$ cat config.mk
export PLATFORM = sky130hd
export DESIGN_NAME = r5p_reset_button_ctl
export DESIGN_NICKNAME = d
export VERILOG_FILES = /design/src/rtl/r5p_rst_pkg.sv /design/src/rtl/r5p_debounce.sv /design/src/rtl/r5p_reset_button_ctl.sv
export SDC_FILE = /design/constraint.sdc
export NUM_CORES = 1
export LEC_CHECK = 0
export ABC_CLOCK_PERIOD_IN_PS = 1400
export CAP_MARGIN = 0
export CORE_UTILIZATION = 34
export CTS_CLUSTER_DIAMETER = 200
export DETAILED_ROUTE_END_ITERATION = 8
export GPL_TIMING_DRIVEN = 0
export MAX_ROUTING_LAYER = met4
export SYNTH_ARGS = -nofsm -noshare
export SYNTH_HDL_FRONTEND = slang
export SYNTH_SLANG_ARGS = --single-unit
$ cat constraint.sdc
create_clock -name clk -period 1.4 [get_ports clk]
set_input_delay 0.28 -clock clk [delete_from_list [all_inputs] [get_ports clk]]
set_output_delay 0.28 -clock clk [all_outputs]
set_load 0.05 [all_outputs]
$ cat src/rtl/r5p_rst_pkg.sv
// ---------------------------------------------------------------------------
// r5p_rst_pkg
// Shared types and default constants for the R5P board reset conditioner.
//   rst_st_t      : reset FSM state encoding
//   *_DEF         : default parameter values for a 27 MHz board clock
//   rst_of_state  : SoC reset level implied by a reset FSM state
// ---------------------------------------------------------------------------
package r5p_rst_pkg;

  typedef enum logic [1:0] {
    ST_HOLD    = 2'd0,
    ST_RUN     = 2'd1,
    ST_PRESSED = 2'd2
  } rst_st_t;

  localparam int unsigned SYNC_FF_DEF = 32'd2;
  localparam int unsigned DEB_CNT_DEF = 32'd270000;  // 10 ms at 27 MHz
  localparam int unsigned RST_LEN_DEF = 32'd16;
  localparam logic        BTN_POL_DEF = 1'b0;        // board buttons are active-low

  // The SoC is held in reset in every state except ST_RUN.
  function automatic logic rst_of_state(input rst_st_t st);
    return (st != ST_RUN);
  endfunction

endpackage

$ cat src/rtl/r5p_debounce.sv
// ---------------------------------------------------------------------------
// r5p_debounce
// Synchronizes a raw asynchronous push-button, normalizes its polarity
// (1 = pressed) and accepts a level change only after DEB_CNT consecutive
// cycles of the new level.
// Ports:
//   clk            in  system clock
//   rst_n          in  asynchronous active-low reset
//   btn_i          in  raw button pin
//   btn_deb_o      out debounced state, 1 = pressed
//   btn_press_o    out 1-cycle pulse when btn_deb_o goes 0->1
//   btn_release_o  out 1-cycle pulse when btn_deb_o goes 1->0
// ---------------------------------------------------------------------------
module r5p_debounce
  import r5p_rst_pkg::*;
#(
  parameter int unsigned SYNC_FF = SYNC_FF_DEF,
  parameter int unsigned DEB_CNT = DEB_CNT_DEF,
  parameter logic        BTN_POL = BTN_POL_DEF
) (
  input  logic clk,
  input  logic rst_n,
  input  logic btn_i,
  output logic btn_deb_o,
  output logic btn_press_o,
  output logic btn_release_o
);

  localparam int unsigned    CW      = $clog2(DEB_CNT + 1);
  localparam logic [CW-1:0]  CNT_MAX = CW'(DEB_CNT - 1);

  logic [SYNC_FF-1:0] sync_q;
  logic               btn_s;
  logic [CW-1:0]      cnt_q,     cnt_d;
  logic               deb_q,     deb_d;
  logic               press_q,   press_d;
  logic               release_q, release_d;

  // Synchronizer chain; resets to the released pin level so no press is seen.
  always_ff @(posedge clk or negedge rst_n) begin
    if (!rst_n) begin
      sync_q <= {SYNC_FF{~BTN_POL}};
    end else begin
      sync_q <= {sync_q[SYNC_FF-2:0], btn_i};
    end
  end

  assign btn_s = (sync_q[SYNC_FF-1] == BTN_POL);

  // Debounce next-state: count disagreeing cycles, any agreeing cycle restarts.
  always_comb begin
    cnt_d     = cnt_q;
    deb_d     = deb_q;
    press_d   = 1'b0;
    release_d = 1'b0;
    if (btn_s != deb_q) begin
      if (cnt_q == CNT_MAX) begin
        deb_d     = btn_s;
        cnt_d     = '0;
        press_d   = btn_s;
        release_d = ~btn_s;
      end else begin
        cnt_d = cnt_q + CW'(1);
      end
    end else begin
      cnt_d = '0;
    end
  end

  // Debounce state and edge pulses, all updated on the same edge.
  always_ff @(posedge clk or negedge rst_n) begin
    if (!rst_n) begin
      cnt_q     <= '0;
      deb_q     <= 1'b0;
      press_q   <= 1'b0;
      release_q <= 1'b0;
    end else begin
      cnt_q     <= cnt_d;
      deb_q     <= deb_d;
      press_q   <= press_d;
      release_q <= release_d;
    end
  end

  assign btn_deb_o     = deb_q;
  assign btn_press_o   = press_q;
  assign btn_release_o = release_q;

endmodule

$ cat src/rtl/r5p_reset_button_ctl.sv
// ---------------------------------------------------------------------------
// r5p_reset_button_ctl
// Board-level reset conditioner for the R5P SoC. Debounces the reset button
// and produces a registered, stretched, synchronously released active-high
// SoC reset.
// Build option: define R5P_RST_LOCK_EN to add the pll_lock input; a low
// synchronized lock holds the SoC in reset and restarts the stretch.
// Ports:
//   clk          in  system clock
//   rst_n        in  asynchronous active-low power-on reset
//   btn_i        in  raw reset button pin
//   pll_lock     in  PLL lock, asynchronous (R5P_RST_LOCK_EN only)
//   rst          out active-high SoC reset, single flop
//   btn_deb      out debounced button, 1 = pressed
//   btn_press    out 1-cycle pulse on debounced press
//   btn_release  out 1-cycle pulse on debounced release
// ---------------------------------------------------------------------------
module r5p_reset_button_ctl
  import r5p_rst_pkg::*;
#(
  parameter int unsigned SYNC_FF = SYNC_FF_DEF,
  parameter int unsigned DEB_CNT = DEB_CNT_DEF,
  parameter int unsigned RST_LEN = RST_LEN_DEF,
  parameter logic        BTN_POL = BTN_POL_DEF
) (
  input  logic clk,
  input  logic rst_n,
  input  logic btn_i,
`ifdef R5P_RST_LOCK_EN
  input  logic pll_lock,
`endif
  output logic rst,
  output logic btn_deb,
  output logic btn_press,
  output logic btn_release
);

  localparam int unsigned    HCW      = $clog2(RST_LEN + 1);
  localparam logic [HCW-1:0] HCNT_MAX = HCW'(RST_LEN - 1);

  rst_st_t        state_q, state_d;
  logic [HCW-1:0] hcnt_q,  hcnt_d;
  logic           rst_q;
  logic           lock_s;

  r5p_debounce #(
    .SYNC_FF (SYNC_FF),
    .DEB_CNT (DEB_CNT),
    .BTN_POL (BTN_POL)
  ) u_deb (
    .clk           (clk),
    .rst_n         (rst_n),
    .btn_i         (btn_i),
    .btn_deb_o     (btn_deb),
    .btn_press_o   (btn_press),
    .btn_release_o (btn_release)
  );

`ifdef R5P_RST_LOCK_EN
  logic [SYNC_FF-1:0] lock_sync_q;

  // Lock synchronizer. Resets to "locked" so a stable lock gives the same
  // power-on stretch as the plain build; the FSM holds reset anyway.
  always_ff @(posedge clk or negedge rst_n) begin
    if (!rst_n) begin
      lock_sync_q <= {SYNC_FF{1'b1}};
    end else begin
      lock_sync_q <= {lock_sync_q[SYNC_FF-2:0], pll_lock};
    end
  end

  assign lock_s = lock_sync_q[SYNC_FF-1];
`else
  assign lock_s = 1'b1;
`endif

  // Reset FSM next state; loss of lock overrides everything.
  always_comb begin
    state_d = state_q;
    hcnt_d  = hcnt_q;
    if (!lock_s) begin
      state_d = ST_HOLD;
      hcnt_d  = '0;
    end else begin
      case (state_q)
        ST_HOLD: begin
          if (btn_deb) begin
            state_d = ST_PRESSED;
            hcnt_d  = '0;
          end else if (hcnt_q == HCNT_MAX) begin
            state_d = ST_RUN;
            hcnt_d  = '0;
          end else begin
            hcnt_d = hcnt_q + HCW'(1);
          end
        end
        ST_RUN: begin
          hcnt_d = '0;
          if (btn_deb) begin
            state_d = ST_PRESSED;
          end else begin
            state_d = ST_RUN;
          end
        end
        ST_PRESSED: begin
          hcnt_d = '0;
          if (!btn_deb) begin
            state_d = ST_HOLD;
          end else begin
            state_d = ST_PRESSED;
          end
        end
        default: begin
          state_d = ST_HOLD;
          hcnt_d  = '0;
        end
      endcase
    end
  end

  // FSM state, hold counter and the registered SoC reset (from next state,
  // so rst changes on the same edge as the state).
  always_ff @(posedge clk or negedge rst_n) begin
    if (!rst_n) begin
      state_q <= ST_HOLD;
      hcnt_q  <= '0;
      rst_q   <= 1'b1;
    end else begin
      state_q <= state_d;
      hcnt_q  <= hcnt_d;
      rst_q   <= rst_of_state(state_d);
    end
  end

  assign rst = rst_q;

endmodule

==> summary.md, run 1 <==
| Metric | Value |
|---|---|
| Post-Synth Adder-Cell Area | `0.01709` |
| Post-Route WL | `3238 µm` |
| Critical path's top delay family | `simple AND/OR/NAND/NOR gates` |
| Routed Antenna Nets | `0` |
| Antenna violations before repair | `0` |
| Clk_lat worst skew | `0.28 ns` |
| Int Pwr | `0.001507 W` |
| Layout cell share with drive strength beyond 1 | `0.4226` |
| Reg2reg end | `u_deb.cnt_q[15]` |
| Pre-antenna DRT Iters | `4` |
| Area leader, netlist | `dfrtp_1` |
| Gpl congestion | `~0.93` |
| Total core area | `0.004058 mm²` |
| Power Total | `0.001904 W` |
| Final-report hold violation count | `0` |
| Starting Density | `0.3608` |
| Sequential cell area | `between 800 and 900 µm²` |
| Post-route clock period utilization | `1.147` |
| Global router's overall resource usage | `0.1604` |
| Clock tree buffer depth | `2` |
| Synth Area in XOR/XNOR | `0.1017` |
| Lkg Pwr | `roughly 0.8 nW` |
| Crit path DAT | `between 1.5 and 2 ns` |
| DP Area | `0.001609 mm²` |
| Synth Instances | `134` |
| TritonCTS Buffers | `5` |
| Antenna cells | `0` |
| Kind of launch point of the worst setup path | `flop` |
| Yosys cell types | `33` |
| CP Cell Sequence | `buf_4, nand4_1, nor4_1, xnor2_1, nor2_1` |
| Fin nets | `172` |
| WP data required | `1.57 ns` |
| CTS tree | `done` |
| Crit-path slowest cell | `nor4_1` |
| Drt drc | `0` |
| Psw | `0.0003970 W` |
| Mux cell area share after synthesis | `0` |
| DR WL/cell | `14.85 µm` |
| Sinks on Clock Net | `32` |
| Largest family of logic cells by synthesized area | `simple AND/OR/NAND/NOR gates` |
| Synth Net Count | `roughly 140` |
| CTS root buf | `clkbuf_8` |
| Sequential fraction of design power | `0.499` |
| Buf+Inv Stages, Crit Path | `1` |
| DR iter-0 viols | `40` |
| Syn Std Cell Area | `approximately 0.0015 mm²` |
| Max VDD drop | `639.7 µV` |
| H-tree level count | `2` |
| Post-Synth Simple-Gate Area | `0.2598` |
| Synthesized flop and latch total | `32` |
| Vias post-DR | `1113` |
| Final Worst Setup Slack | `-0.2051 ns` |
| F_max | `623.0 MHz` |
| Violated checks | `negative setup slack` |
| FILL cells | `369` |
| RR Startpoint | `u_deb.cnt_q[8]` |
| R2R setup slack | `-0.21 ns` |
| HPWL after detailed placement | `1839 µm` |
| Biggest cell delay along the critical path | `0.48 ns` |
| Die W | `67.62 µm` |
| Pin count of the biggest net entering global routing | `33` |
| Worst Reg-to-Reg Cells | `5` |
| Final clock skew | `0.004241 ns` |
| Power share of the combinational group | `0.046` |
| Die ar. | `~0.0046 mm²` |
| Synth Area in Compound Gates | `0.05641` |
| Sw Ratio | `0.2085` |
| # port buffers | `6` |
| Most used DFF post-synth | `dfrtp_1` |
| Synth top area cells | `dfrtp_1, nor2_1, dfstp_2` |
| Slew @ Worst Pin | `0.7199 ns` |
| Number of max-cap violations | `0` |
| I/O Pins | `7` |
| Post-synth EDFFs | `0` |
| Reg clk slew, reported paths | `0.07 ns` |
| Most common cell after layout, fill and taps aside | `dfrtp_1` |
| Crit Path Class | `flop to flop` |
| Num rows | `23` |
| Sequential-to-total area share from yosys stat | `0.5496` |
| Power Density | `986.4 mW/mm²` |
| Grt total ovfl | `0` |
| Vias in the first global route | `1143` |
| Status | `complete, but fails checks` |
| Async set-or-reset flop fraction in the synthesized netlist | `1.000` |
| Crit end category | `flop` |
| Top cell type's share of synthesized area | `0.4957` |
| Via density | `between 5 and 6` |
| Multi-input logic area | `723.2 µm²` |
| RSZ-0062 raised after global routing | `yes` |
| Clock share of power | `0.454` |
| Final setup vio count | `22` |
| Max transition margin | `0.5201` |
| Synth Area per Inst | `10.92 µm²` |
| Hold Path Class | `primary input to asynchronous set/reset pin` |
| CP max FO | `5` |
| Synth Warn # | `0` |
| Area growth, synth to finish | `31.88%` |
| Post-route cell area | `0.001931 mm²` |
| Most frequent cells in the layout | `dfrtp_1, buf_4, nor2_1` |
| Final Max Slew Viols | `0` |
| Fin crit period | `1.605 ns` |
| First-pass GRT wire length | `5057 µm` |
| Die height | `67.62 µm` |
## worst max path at each step
| stage | startpoint | to | slack (ns) | depth (start not counted) |
|---|---|---|---|---|
| floorplan | u_deb.cnt_q[0] | u_deb.cnt_q[7] | -0.04 | 6 |
| global placement | rst_n | u_deb.cnt_q[1] | -0.55 | 1 |
| detailed placement | u_deb.btn_deb_o | btn_deb | -0.22 | 1 |
| CTS | u_deb.cnt_q[15] | u_deb.cnt_q[9] | -0.14 | 5 |
| global route | u_deb.cnt_q[8] | u_deb.cnt_q[15] | -0.29 | 5 |
| finish | u_deb.cnt_q[8] | u_deb.cnt_q[15] | -0.21 | 5 |
## power by group through the flow
stage                     Combinational, W  Clock [W]  Sequential (W)
after CTS                        0.0000670   0.000878        0.000948
final                            0.0000882   0.000865        0.000951
after global routing             0.0000969   0.000924        0.000952
after global placement           0.0000528          0        0.000965
after floorplan                  0.0000235          0        0.000964
after detailed placement         0.0000527          0        0.000966
## cells in the mapped netlist, types with 3 or more instances
master / instances
dfrtp_1: 29
dfstp_2: 3
nand2_1: 3
nand3_1: 9
nand4_1: 9
nor2_1: 25
nor3_1: 4
o21ai_0: 4
xnor2_1: 8
xor2_1: 9
## layout make-up
cell class              instances  area share
flip-flops and latches         32      0.4206
multi-input cells              99      0.3746
repair buffers                 26      0.1030
clock buffers                   6     0.03759
well taps                      50     0.03240
clock inverters                 2     0.01815
plain buffers                   2     0.01167
inverters                       1    0.001944
## cells by family (layout without fill, tap and decap cells)
kind of cell,after synthesis,in the layout
flops,32,32
simple gates,68,68
compound gates,12,12
buf+inv,3,37
fa+ha+maj,2,2
xor+xnor,17,17
## sequential cells by signal (all words and copies together) (netlist names)
register             cells
hcnt_q                   5
rst                      1
u_deb.btn_deb_o          1
u_deb.sync_q             2
u_deb.btn_press_o        1
u_deb.cnt_q             19
u_deb.btn_release_o      1
state_q                  2
## per-layer routing
layer / vias to the layer above / global-route usage / routed length, µm
li1: 542 / - / -
met1: 550 / 0.1719 / 1432
met2: 16 / 0.2562 / 1633
met3: 5 / 0.05743 / 103
met4: 0 / 0.08777 / 69
met5: - / - / 0
## metrics by stage
stage / setup slack (ns) / hold WS [ns] / util / cells / setup TNS [ns]
after floorplan: -0.03670 / -0.01559 / - / 134 / -0.4186
after global placement: -0.5507 / 0.3469 / 0.3978 / 190 / -20.20
after detailed placement: -0.2247 / 0.3482 / 0.3965 / 190 / -3.439
after CTS: -0.1446 / 0.06935 / 0.4443 / 209 / -2.396
after global routing: -0.2865 / 0.09070 / 0.4758 / 218 / -4.893
final: -0.2051 / 0.04789 / 0.4758 / 218 / -2.878
## repair_timing
action | 4_1_cts | 5_1_grt
cloned | 0 | 1
pin swaps | 2 | 11
resized for setup | 18 | 26
endpoints found under the setup margin | 26 | 26
hold buffers | 0 | 0
buffers inserted | 11 | 8
(Power assumes the default switching activity.)
==> run 2: changes to the inputs <==
--- a/config.mk
+++ b/config.mk
@@ -7,6 +7,7 @@
 export LEC_CHECK = 0
 export ABC_CLOCK_PERIOD_IN_PS = 1400
 export CAP_MARGIN = 0
+export CORE_MARGIN = 4
 export CORE_UTILIZATION = 34
 export CTS_CLUSTER_DIAMETER = 200
 export DETAILED_ROUTE_END_ITERATION = 8
==> summary.md, run 2 (synthesis gave the netlist of run 1 again) <==
| Metric | Value |
|---|---|
| Final-report hold violation count | `0 (unchanged)` |
| Crit end category | `flop (unchanged)` |
| Final setup vio count | `22 (unchanged)` |
| Max reg flops | `19 (unchanged)` |
| Number of max-cap violations | `0 (unchanged)` |
| DR WL/cell | `14.09 µm (was 14.85 µm)` |
| Die ar. | `0.005419 mm² (was 0.004572 mm²)` |
| Antenna cells | `0 (unchanged)` |
| Most flops, register | `u_deb.cnt_q (unchanged)` |
| FILL cells | `393 (was 369)` |
| Hold slack | `0.1688 ns (was 0.04789 ns)` |
| Final TNS setup | `-2.263 ns (was -2.878 ns)` |
| Pre-antenna DRT Iters | `4 (unchanged)` |
| I/O Pins | `7 (unchanged)` |
| CTS root buf | `clkbuf_8 (unchanged)` |
| Crit Path Class | `flop to flop (unchanged)` |
| Die height | `73.62 µm (was 67.62 µm)` |
| Global router's overall resource usage | `0.1293 (was 0.1604)` |
| Clock tree buffer depth | `2 (unchanged)` |
| Via density | `4.967 (was 5.106)` |
| H-tree level count | `2 (unchanged)` |
| Reg clk slew, reported paths | `0.07 ns (about the same)` |
| Pin count of the biggest net entering global routing | `33 (unchanged)` |
| Placed Cells | `190 (unchanged)` |
| Post-route clock period utilization | `1.092 (was 1.147)` |
| Vias post-DR | `1048 (was 1113)` |
| WP data required | `1.57 ns (about the same)` |
| Fin util | `0.4626 (was 0.4758)` |
| First-pass GRT wire length | `5195 µm (was 5057 µm)` |
| DR iter-0 viols | `38 (was 40)` |
| Slew @ Worst Pin | `0.7956 ns (was 0.7199 ns)` |
| Lkg Pwr | `0.7689 nW (was 0.8024 nW)` |
| Antenna violations before repair | `0 (unchanged)` |
| Area growth, synth to finish | `29.15% (was 31.88%)` |
| Status | `complete, but fails checks (unchanged)` |
| Post-Route WL | `2972 µm (was 3238 µm)` |
| Starting Density | `0.3582 (was 0.3608)` |
| Fin crit period | `1.529 ns (was 1.605 ns)` |
| Vias in the first global route | `1128 (was 1143)` |
| Final clock skew | `0.007358 ns (was 0.004241 ns)` |
| CP max FO | `10 (was 5)` |
| Drt drc | `0 (unchanged)` |
| Sinks on Clock Net | `32 (unchanged)` |
| Max transition margin | `0.4696 (was 0.5201)` |
| Layout Cells excl Fill | `211 (was 218)` |
| Gpl congestion | `0.8770 (was 0.9318)` |
| Fin nets | `165 (was 172)` |
| Die W | `73.62 µm (was 67.62 µm)` |
| Num rows | `23 (unchanged)` |
| Routed Antenna Nets | `0 (unchanged)` |
| Violated checks | `negative setup slack (unchanged)` |
| Max VDD drop | `814.8 µV (was 639.7 µV)` |
| Hold Path Class | `primary input to asynchronous set/reset pin (unchanged)` |
| HPWL after detailed placement | `1869 µm (was 1839 µm)` |
| Final Max Slew Viols | `0 (unchanged)` |
| # port buffers | `6 (unchanged)` |
| Final Worst Setup Slack | `-0.1291 ns (was -0.2051 ns)` |
| Total core area | `0.004086 mm² (was 0.004058 mm²)` |
| Most frequent cells in the layout | `nor2_1, dfrtp_1, buf_4 (was dfrtp_1, buf_4, nor2_1)` |
| # hold bufs at CTS | `0 (unchanged)` |
| Power Total | `0.001900 W (was 0.001904 W)` |
| Biggest regs | `u_deb.cnt_q: 19 flops, hcnt_q: 5 flops (unchanged)` |
| F_max | `654.0 MHz (was 623.0 MHz)` |
| Power Density | `1005 mW/mm² (was 986.4 mW/mm²)` |
| Layout cell share with drive strength beyond 1 | `0.3789 (was 0.4226)` |
| Grt total ovfl | `0 (unchanged)` |
| Most common cell after layout, fill and taps aside | `nor2_1 (was dfrtp_1)` |
| CTS tree | `done (unchanged)` |
| Clk_lat worst skew | `0.29 ns (was 0.28 ns)` |
| Kind of launch point of the worst setup path | `flop (unchanged)` |
| Crit path DAT | `1.70 ns (was 1.78 ns)` |
| RSZ-0062 raised after global routing | `yes (unchanged)` |
| TritonCTS Buffers | `5 (unchanged)` |
## run 2: timing repair
action	CTS	global route
endpoints found under the setup margin	55	24
setup buffers	13	0
gates resized for setup	31	9
pin swaps	10	3
## run 2: cell type report
type | instances | area, µm² | area share
flip-flops and latches | 32 | 814.5 | 0.4308
multi-input cells | 99 | 728.2 | 0.3852
repair buffers | 19 | 147.6 | 0.07809
clock buffers | 5 | 68.82 | 0.03640
well taps | 50 | 62.56 | 0.03309
clock inverters | 3 | 42.54 | 0.02250
plain buffers | 2 | 22.52 | 0.01191
inverters | 1 | 3.754 | 0.001985
## run 2: layer usage
layer,up-vias,routed length (µm),global-route usage,part of all wire
met5,-,0,-,0
met4,0,57,0.06036,0.019
met3,6,119,0.03694,0.040
met2,17,1476,0.1969,0.50
met1,498,1318,0.1580,0.44
li1,527,-,-,-
## run 2: power breakdown
part | switching, W | internal, W | leakage [nW] | total (W)
Combinational | 0.0000416 | 0.0000368 | 0.299 | 0.0000784
Sequential | 0.0000127 | 0.000937 | 0.415 | 0.000950
Clock | 0.000346 | 0.000526 | 0.0541 | 0.000872
## run 2: worst paths after layout
path	start	end	slack, ns	depth (start not counted)
max	u_deb.cnt_q[14]	u_deb.cnt_q[8]	-0.13	5
min in group clk	u_deb.sync_q[0]	u_deb.sync_q[1]	0.36	0
max reg2reg	u_deb.cnt_q[14]	u_deb.cnt_q[8]	-0.13	5
min	rst_n	u_deb.cnt_q[15]	0.17	1
max in group asynchronous	rst_n	u_deb.cnt_q[4]	0.68	1
min reg2reg	u_deb.sync_q[0]	u_deb.sync_q[1]	0.36	0
## run 2: metrics by stage
step	setup WS, ns	cell area, µm²
6_report	-0.1291	1891
5_1_grt	-0.2160	1891
2_1_floorplan	-0.03670	1491
3_3_place_gp	-0.4968	1614
3_5_place_dp	-0.5788	1614
4_1_cts	-0.1421	1874
## run 2: critical path: stages (launching register included)
cell,delay (ns)
dfrtp_2,0.43
nor4b_4,0.28
nand4b_1,0.23
o21ai_4,0.24
buf_6,0.17
nor2_1,0.06
